==> config.mk <==
export PLATFORM = sky130hd
export DESIGN_NAME = rr_arbiter4way16
export DESIGN_NICKNAME = d
export VERILOG_FILES = /design/src/rtl/rr_arbiter4way16.sv
export SDC_FILE = /design/constraint.sdc
export NUM_CORES = 1
export LEC_CHECK = 0
export CAP_MARGIN = 10
export CORE_MARGIN = 2
export CORE_UTILIZATION = 35
export DETAILED_ROUTE_END_ITERATION = 8
export MAX_ROUTING_LAYER = met4
export PLACE_DENSITY = 0.86
export RECOVER_POWER = 25
export SLEW_MARGIN = 10
export SYNTH_ARGS = -nofsm -noshare
export SYNTH_HDL_FRONTEND = slang
export SYNTH_SLANG_ARGS = --single-unit
export TNS_END_PERCENT = 50
==> constraint.sdc <==
create_clock -name clk -period 4.15 [get_ports clk]
set_input_delay 0.83 -clock clk [delete_from_list [all_inputs] [get_ports clk]]
set_output_delay 0.83 -clock clk [all_outputs]
set_load 0.01 [all_outputs]
==> src/rtl/rr_arbiter4way16.sv <==
// Four-requester round-robin arbiter with bounded bursts driving a 16-bit word mux.
// One idle cycle separates grants; the last-served pointer sets next-grant priority.
module rr_arbiter4way16 #(
  parameter int MAX_BURST = 4
) (
  input  logic        clk,
  input  logic        rst_n,
  input  logic [3:0]  req,
  input  logic [15:0] a,
  input  logic [15:0] b,
  input  logic [15:0] c,
  input  logic [15:0] d,
  input  logic        out_ready,
  output logic [3:0]  gnt,
  output logic [1:0]  sel,
  output logic [15:0] out,
  output logic        out_valid,
  output logic        busy
);

  // state | meaning
  // IDLE  | no grant held; picks the next requester after ptr
  // SERVE | gnt/sel hold one requester until its burst ends or it drops req

  typedef enum logic {IDLE = 1'b0, SERVE = 1'b1} state_t;

  localparam int CW = $clog2(MAX_BURST + 1);
  localparam logic [CW-1:0] LAST_BEAT = CW'(MAX_BURST - 1);

  state_t        state;
  logic [1:0]    ptr;
  logic [CW-1:0] cnt;
  logic [1:0]    pick;
  logic [1:0]    idx;
  logic          pick_valid;

  // Walk the search order backwards so the nearest requester after ptr wins.
  always_comb begin
    pick       = ptr;
    pick_valid = 1'b0;
    idx        = ptr;
    for (int k = 4; k >= 1; k--) begin
      idx = ptr + 2'(k);
      if (req[idx]) begin
        pick       = idx;
        pick_valid = 1'b1;
      end
    end
  end

  assign busy      = (state == SERVE);
  assign out_valid = busy & req[sel];

  always_comb begin
    out = 16'h0000;
    if (out_valid) begin
      case (sel)
        2'd0:    out = a;
        2'd1:    out = b;
        2'd2:    out = c;
        default: out = d;
      endcase
    end
  end

  always_ff @(posedge clk or negedge rst_n) begin
    if (!rst_n) begin
      state <= IDLE;
      gnt   <= 4'b0000;
      sel   <= 2'b00;
      ptr   <= 2'b11;
      cnt   <= '0;
    end else begin
      case (state)
        IDLE: begin
          if (pick_valid) begin
            state <= SERVE;
            gnt   <= 4'b0001 << pick;
            sel   <= pick;
            cnt   <= '0;
          end
        end
        SERVE: begin
          if (!req[sel]) begin
            state <= IDLE;
            gnt   <= 4'b0000;
            ptr   <= sel;
            cnt   <= '0;
          end else if (out_ready) begin
            if (cnt == LAST_BEAT) begin
              state <= IDLE;
              gnt   <= 4'b0000;
              ptr   <= sel;
              cnt   <= '0;
            end else begin
              cnt <= cnt + 1'b1;
            end
          end
        end
        default: state <= IDLE;
      endcase
    end
  end

endmodule

# ---- After elaboration in Yosys (flattened, before gate mapping)
# Index checks and enable logic that the tools add are counted.
dict set report word_totals {
  regBits 12
  in_bits 71
  output_inout_bits 24
  word_cells 67
}
dict set report op_classes {
  add_sub_neg 4
  order_cmp 5
  n_eq_ne 8
  n_shift 1
  n_mux 37
  n_bitwise 2
  n_reduce_logical 5
}
# cell count
set op_table {}
lappend op_table {{$pmux 16 s3} 1}
lappend op_table {{$mux 16} 1}
lappend op_table {{$mux 4} 4}
lappend op_table {{$lt 2x3->1 const B} 5}
lappend op_table {{$mux 1} 13}
lappend op_table {{$mux 2} 6}
lappend op_table {{$mux 3} 4}
lappend op_table {{$bmux 1 s2} 5}
lappend op_table {{$pmux 4 s2} 1}
lappend op_table {{$pmux 3 s2} 1}
lappend op_table {{$reduce_and 3->1} 2}
lappend op_table {{$add 2x2->2 const B} 2}
lappend op_table {{$ne 2x2->1 const B} 2}
lappend op_table {{$reduce_and 2->1} 2}
lappend op_table {{$shl 1x2->4 const A} 1}
lappend op_table {{$add 3x1->3 const B} 1}
lappend op_table {{$eq 3x2->1 const B} 1}
lappend op_table {{$ne 3x2->1 const B} 1}
lappend op_table {{$ne 3x3->1 const B} 1}
lappend op_table {{$add 2x1->2 const B} 1}
lappend op_table {{$eq 2x1->1 const B} 1}
lappend op_table {{$eq 2x2->1 const B} 1}
lappend op_table {{$logic_not 2->1} 1}
lappend op_table {{$ne 2x1->1 const B} 1}
lappend op_table {{3 further kinds} 3}

# ---- Depth between registers and ports, before layout
# Gate-level depths: netlist of the first run.
dict set report depth {
  word_depth 9
  depth_mapped 6
  ltp_nobuf 5
}

# ---- Worst setup path after synthesis of the first run
# Ideal clock, no wire load.
dict set report synth_timing {
  kind {input -> output}
  from {input req[3]}
  to {output out[10]}
  arrival_ns 1.763
  t_required_ns 3.320
  slack_ns 1.557
  stages 3
  n_path_buf 1
  cell_sequence {mux4_2 clkbuf_1 and3_1}
}
dict set report synth_between {
  elab_chain_cells 4
}
# item line_no
set synth_lines {}
lappend synth_lines {{start, declared} 8} ;# input logic [3:0] req,
lappend synth_lines {{$bmux 1 s2} 52} ;# assign out_valid = busy & req[sel];
lappend synth_lines {{$mux 1 (not written as such)} 52}
lappend synth_lines {{$and 1x1->1} 52}
lappend synth_lines {{$mux 16} 56} ;# if (out_valid) begin
lappend synth_lines {{end, declared} 16} ;# output logic [15:0] out,
# No other way between the ends. The select of a mux whose other input is x is not followed.

# ---- Worst setup path after layout of the first run
dict set report layout_timing {
  from {input req[3]}
  to {output out[1]}
}
# The elaborated chain is that of the path after synthesis.

==> results of run 1 <==
[cell usage after synthesis, types with 2 or more instances]
master	count	area, um2
o21ai_0	3	15.0
nand2_1	4	15.0
nor2_1	4	15.0
mux4_2	14	315
inv_1	3	11.3
and3_1	16	100
o2bb2ai_1	2	17.5
mux4_1	3	78.8
clkbuf_1	4	15.0
nand3_1	3	15.0
dfrtp_1	10	250
a32o_1	3	30.0
dfstp_2	2	52.6
nand2b_1	5	31.3
o21ai_2	2	17.5
a21oi_1	3	15.0
nor3_1	2	10.0
[worst reg2reg max path, stage by stage (launching register included)]
cell,delay (ns)
dfrtp_1,0.84
mux4_2,0.78
nand2_4,0.16
o21ai_2,0.10
a32o_1,0.22
[layout make-up]
| class | instances | area [um2] | share of cell area, % |
|---|---|---|---|
| Clock buffer | 4 | 26.3 | 1.23 |
| Timing Repair Buffer | 95 | 948 | 44.5 |
| Tap cell | 44 | 55.1 | 2.58 |
| Multi-Input combinational cell | 78 | 783 | 36.8 |
| Sequential cell | 12 | 303 | 14.2 |
| Inverter | 4 | 15.0 | 0.705 |
[registers in the layout (all words and copies together) (netlist names)]
name	flops
sel	2
gnt	4
ptr	2
cnt	3
busy	1
[worst paths after layout]
check / startpoint / to / slack [ns]
min in group asynchronous: rst_n / gnt[0] / 0.97
setup reg to reg: sel[0] / gnt[3] / 1.94
hold reg to reg: cnt[1] / cnt[1] / 0.50
hold / removal: cnt[1] / cnt[1] / 0.50
setup / recovery: req[3] / out[1] / 0.57
max in group asynchronous: rst_n / ptr[0] / 2.81
[through the flow]
stage                     instances  worst slack (ns)
after floorplan                 101              1.56
after global placement          233             0.623
after detailed placement        233             0.582
after CTS                       237             0.581
after global routing            237             0.512
final                           237             0.569
[power breakdown]
part           leakage, nW  switching [mW]  total (mW)  internal, mW
clock network       0.0150          0.0361      0.0733        0.0372
logic                0.706           0.289       0.791         0.502
registers            0.149           0.123       0.297         0.174
[routing by layer]
| metal | GRT usage [%] | up-vias | part of all wire (%) |
|---|---|---|---|
| li1 | - | 590 | - |
| met3 | 3.41 | 16 | 7.3 |
| met5 | - | - | 0 |
| met2 | 39.8 | 61 | 52 |
| met4 | 9.32 | 0 | 2.7 |
| met1 | 26.3 | 647 | 38 |
[kinds of logic after synthesis]
family | after synthesis | synth area share (%)
and+or+nand+nor | 41 | 21.0
muxes | 17 | 34.7
DFF | 12 | 26.6
AOI/OAI and AO/OA | 19 | 12.1
adders and majority gates | 1 | 1.10
buffers and inverters | 11 | 4.51
==> results by group, run 1 <==
Timing
  – Unrepaired setup endpoints after global routing: no
  – Slew @ Worst Pin: 0.772 ns
  – Final number of max-transition violations: 0
  – Setup TNS after final layout: 0 ns
  – Final setup viols: 0
  – Final min period: between 3 and 4 ns
  – Rel. slew slack: 48.5%
  – Tcrit/Tclk final: approximately 86%
  – FMAX: 279 MHz
  – Hold slack: ~0.5 ns
  – Clk_skew: 0.00350 ns
  – Final Hold Fails: 0

Critical path
  – Worst path depth: 4
  – R2r worst-path depth: 4
  – Required @ worst endpoint: 3.32 ns
  – Crit path buf inv count: 2
  – Highest-delay cell along the critical path: mux4_2
  – Cell family with most CP delay: buffers and inverters
  – CP Cell Sequence: clkdlybuf4s50_1 > mux4_2 > and3_1 > clkdlybuf4s50_1
  – CP Capture Type: output pin
  – Critical path's most frequent cell: clkdlybuf4s50_1
  – Crit-path max FO: 18
  – Path type of the worst setup path: input pin to output pin
  – Startpoint types: input pin
  – Slowest stage delay, CP: a little under 0.7 ns
  – Crit path DAT: 2.75 ns

Final layout
  – Final Core Density: 69.2%
  – Area growth syn-to-layout: 87.3%
  – Commonest non-fill, non-tap cell in the layout: clkdlybuf4s50_1
  – Share of cells above drive strength 1: 12.4%
  – Most frequent cells in the layout: clkdlybuf4s50_1 (93), and3_1 (16), mux4_2 (14)
  – Final net count: 266
  – Fillers: about 260
  – Fin area: 2130 um2
  – Antenna diode count: 0

GRT
  – GR Overflow Total: 0
  – First-pass GRT wire length: 6170 um
  – Vias in the first global route: 1392
  – Antenna violations before repair: 0
  – Largest net degree at the start of global routing: 24
  – Global Route Usage Sum: 22.9%

Logic synthesis
  – Yosys cell types: 35
  – Yosys warns: 0
  – Synth Instances: 101
  – Async set-reset flop share out of synthesis: 100%
  – Register area share after synthesis: 26.6%
  – Synth Cell Area: 1140 um2
  – Synth Flop Type: dfrtp_1
  – Synth Register Bits: 12
  – Net Count, Synth: 173
  – Syn Area/Cell: approximately 11 um2
  – Number of enable flip-flop cells after synthesis: 0

CTS
  – PostCTS Resize Cnt: 0
  – Maximum clock insertion buffer count: 2
  – TritonCTS Sinks: 12
  – Worst skew pair latency: 0.27 ns
  – Cts bufs inserted: 3
  – CTS tree: done
  – H-tree depth: 1
  – CTS Hold Bufs: 0
  – Root buffer cell: clkbuf_4
  – Clk slew on worst S/H paths: about 0.07 ns
  – Post-CTS Setup Bufs: 0

Place
  – Port bufs: 94
  – DP Area: 2100 um2
  – RD Place Congestion: between 0.8 and 0.9
  – Post-DP HPWL: 3210 um

Die
  – IO Count: 95
  – Die area: 3720 um2
  – Initial core utilization: 37.0%
  – Core Region: 3080 um2
  – Rows: 20
  – Die width: 61.0 um
  – Height of the chip: about 61 um

Power and ir drop
  – Power Density: 545 nW/um2
  – Leak Pwr: 0.869 nW
  – Worst ir drop on vdd: approximately 380 uV
  – Tot Pwr: 1.16 mW

Worst hold path
  – Hold crit path type: flip-flop to flip-flop
  – Worst hold path depth: 1

Detailed routing
  – Residual DRC: 0
  – Post-Route WL: ~4000 um
  – Vias: 1314
  – Drt wl/cell: between 15 and 20 um
  – Vias/cell: 5.54
  – DRT Pass-1 Iters: 4
  – First DRT Iteration DRCs: 56
  – Post-route ant nets: 0

Flow run
  – Max-Cap Viols: 0

Outcome
  – Status: finished clean
Note: power is estimated with default switching activity, not from simulation.
==> inputs of run 2 (changes only) <==
- CTS_CLUSTER_SIZE: unset -> 12
==> results of run 2 <==
Same layout as run 1: the final DEF is identical, and so are final timing and power.
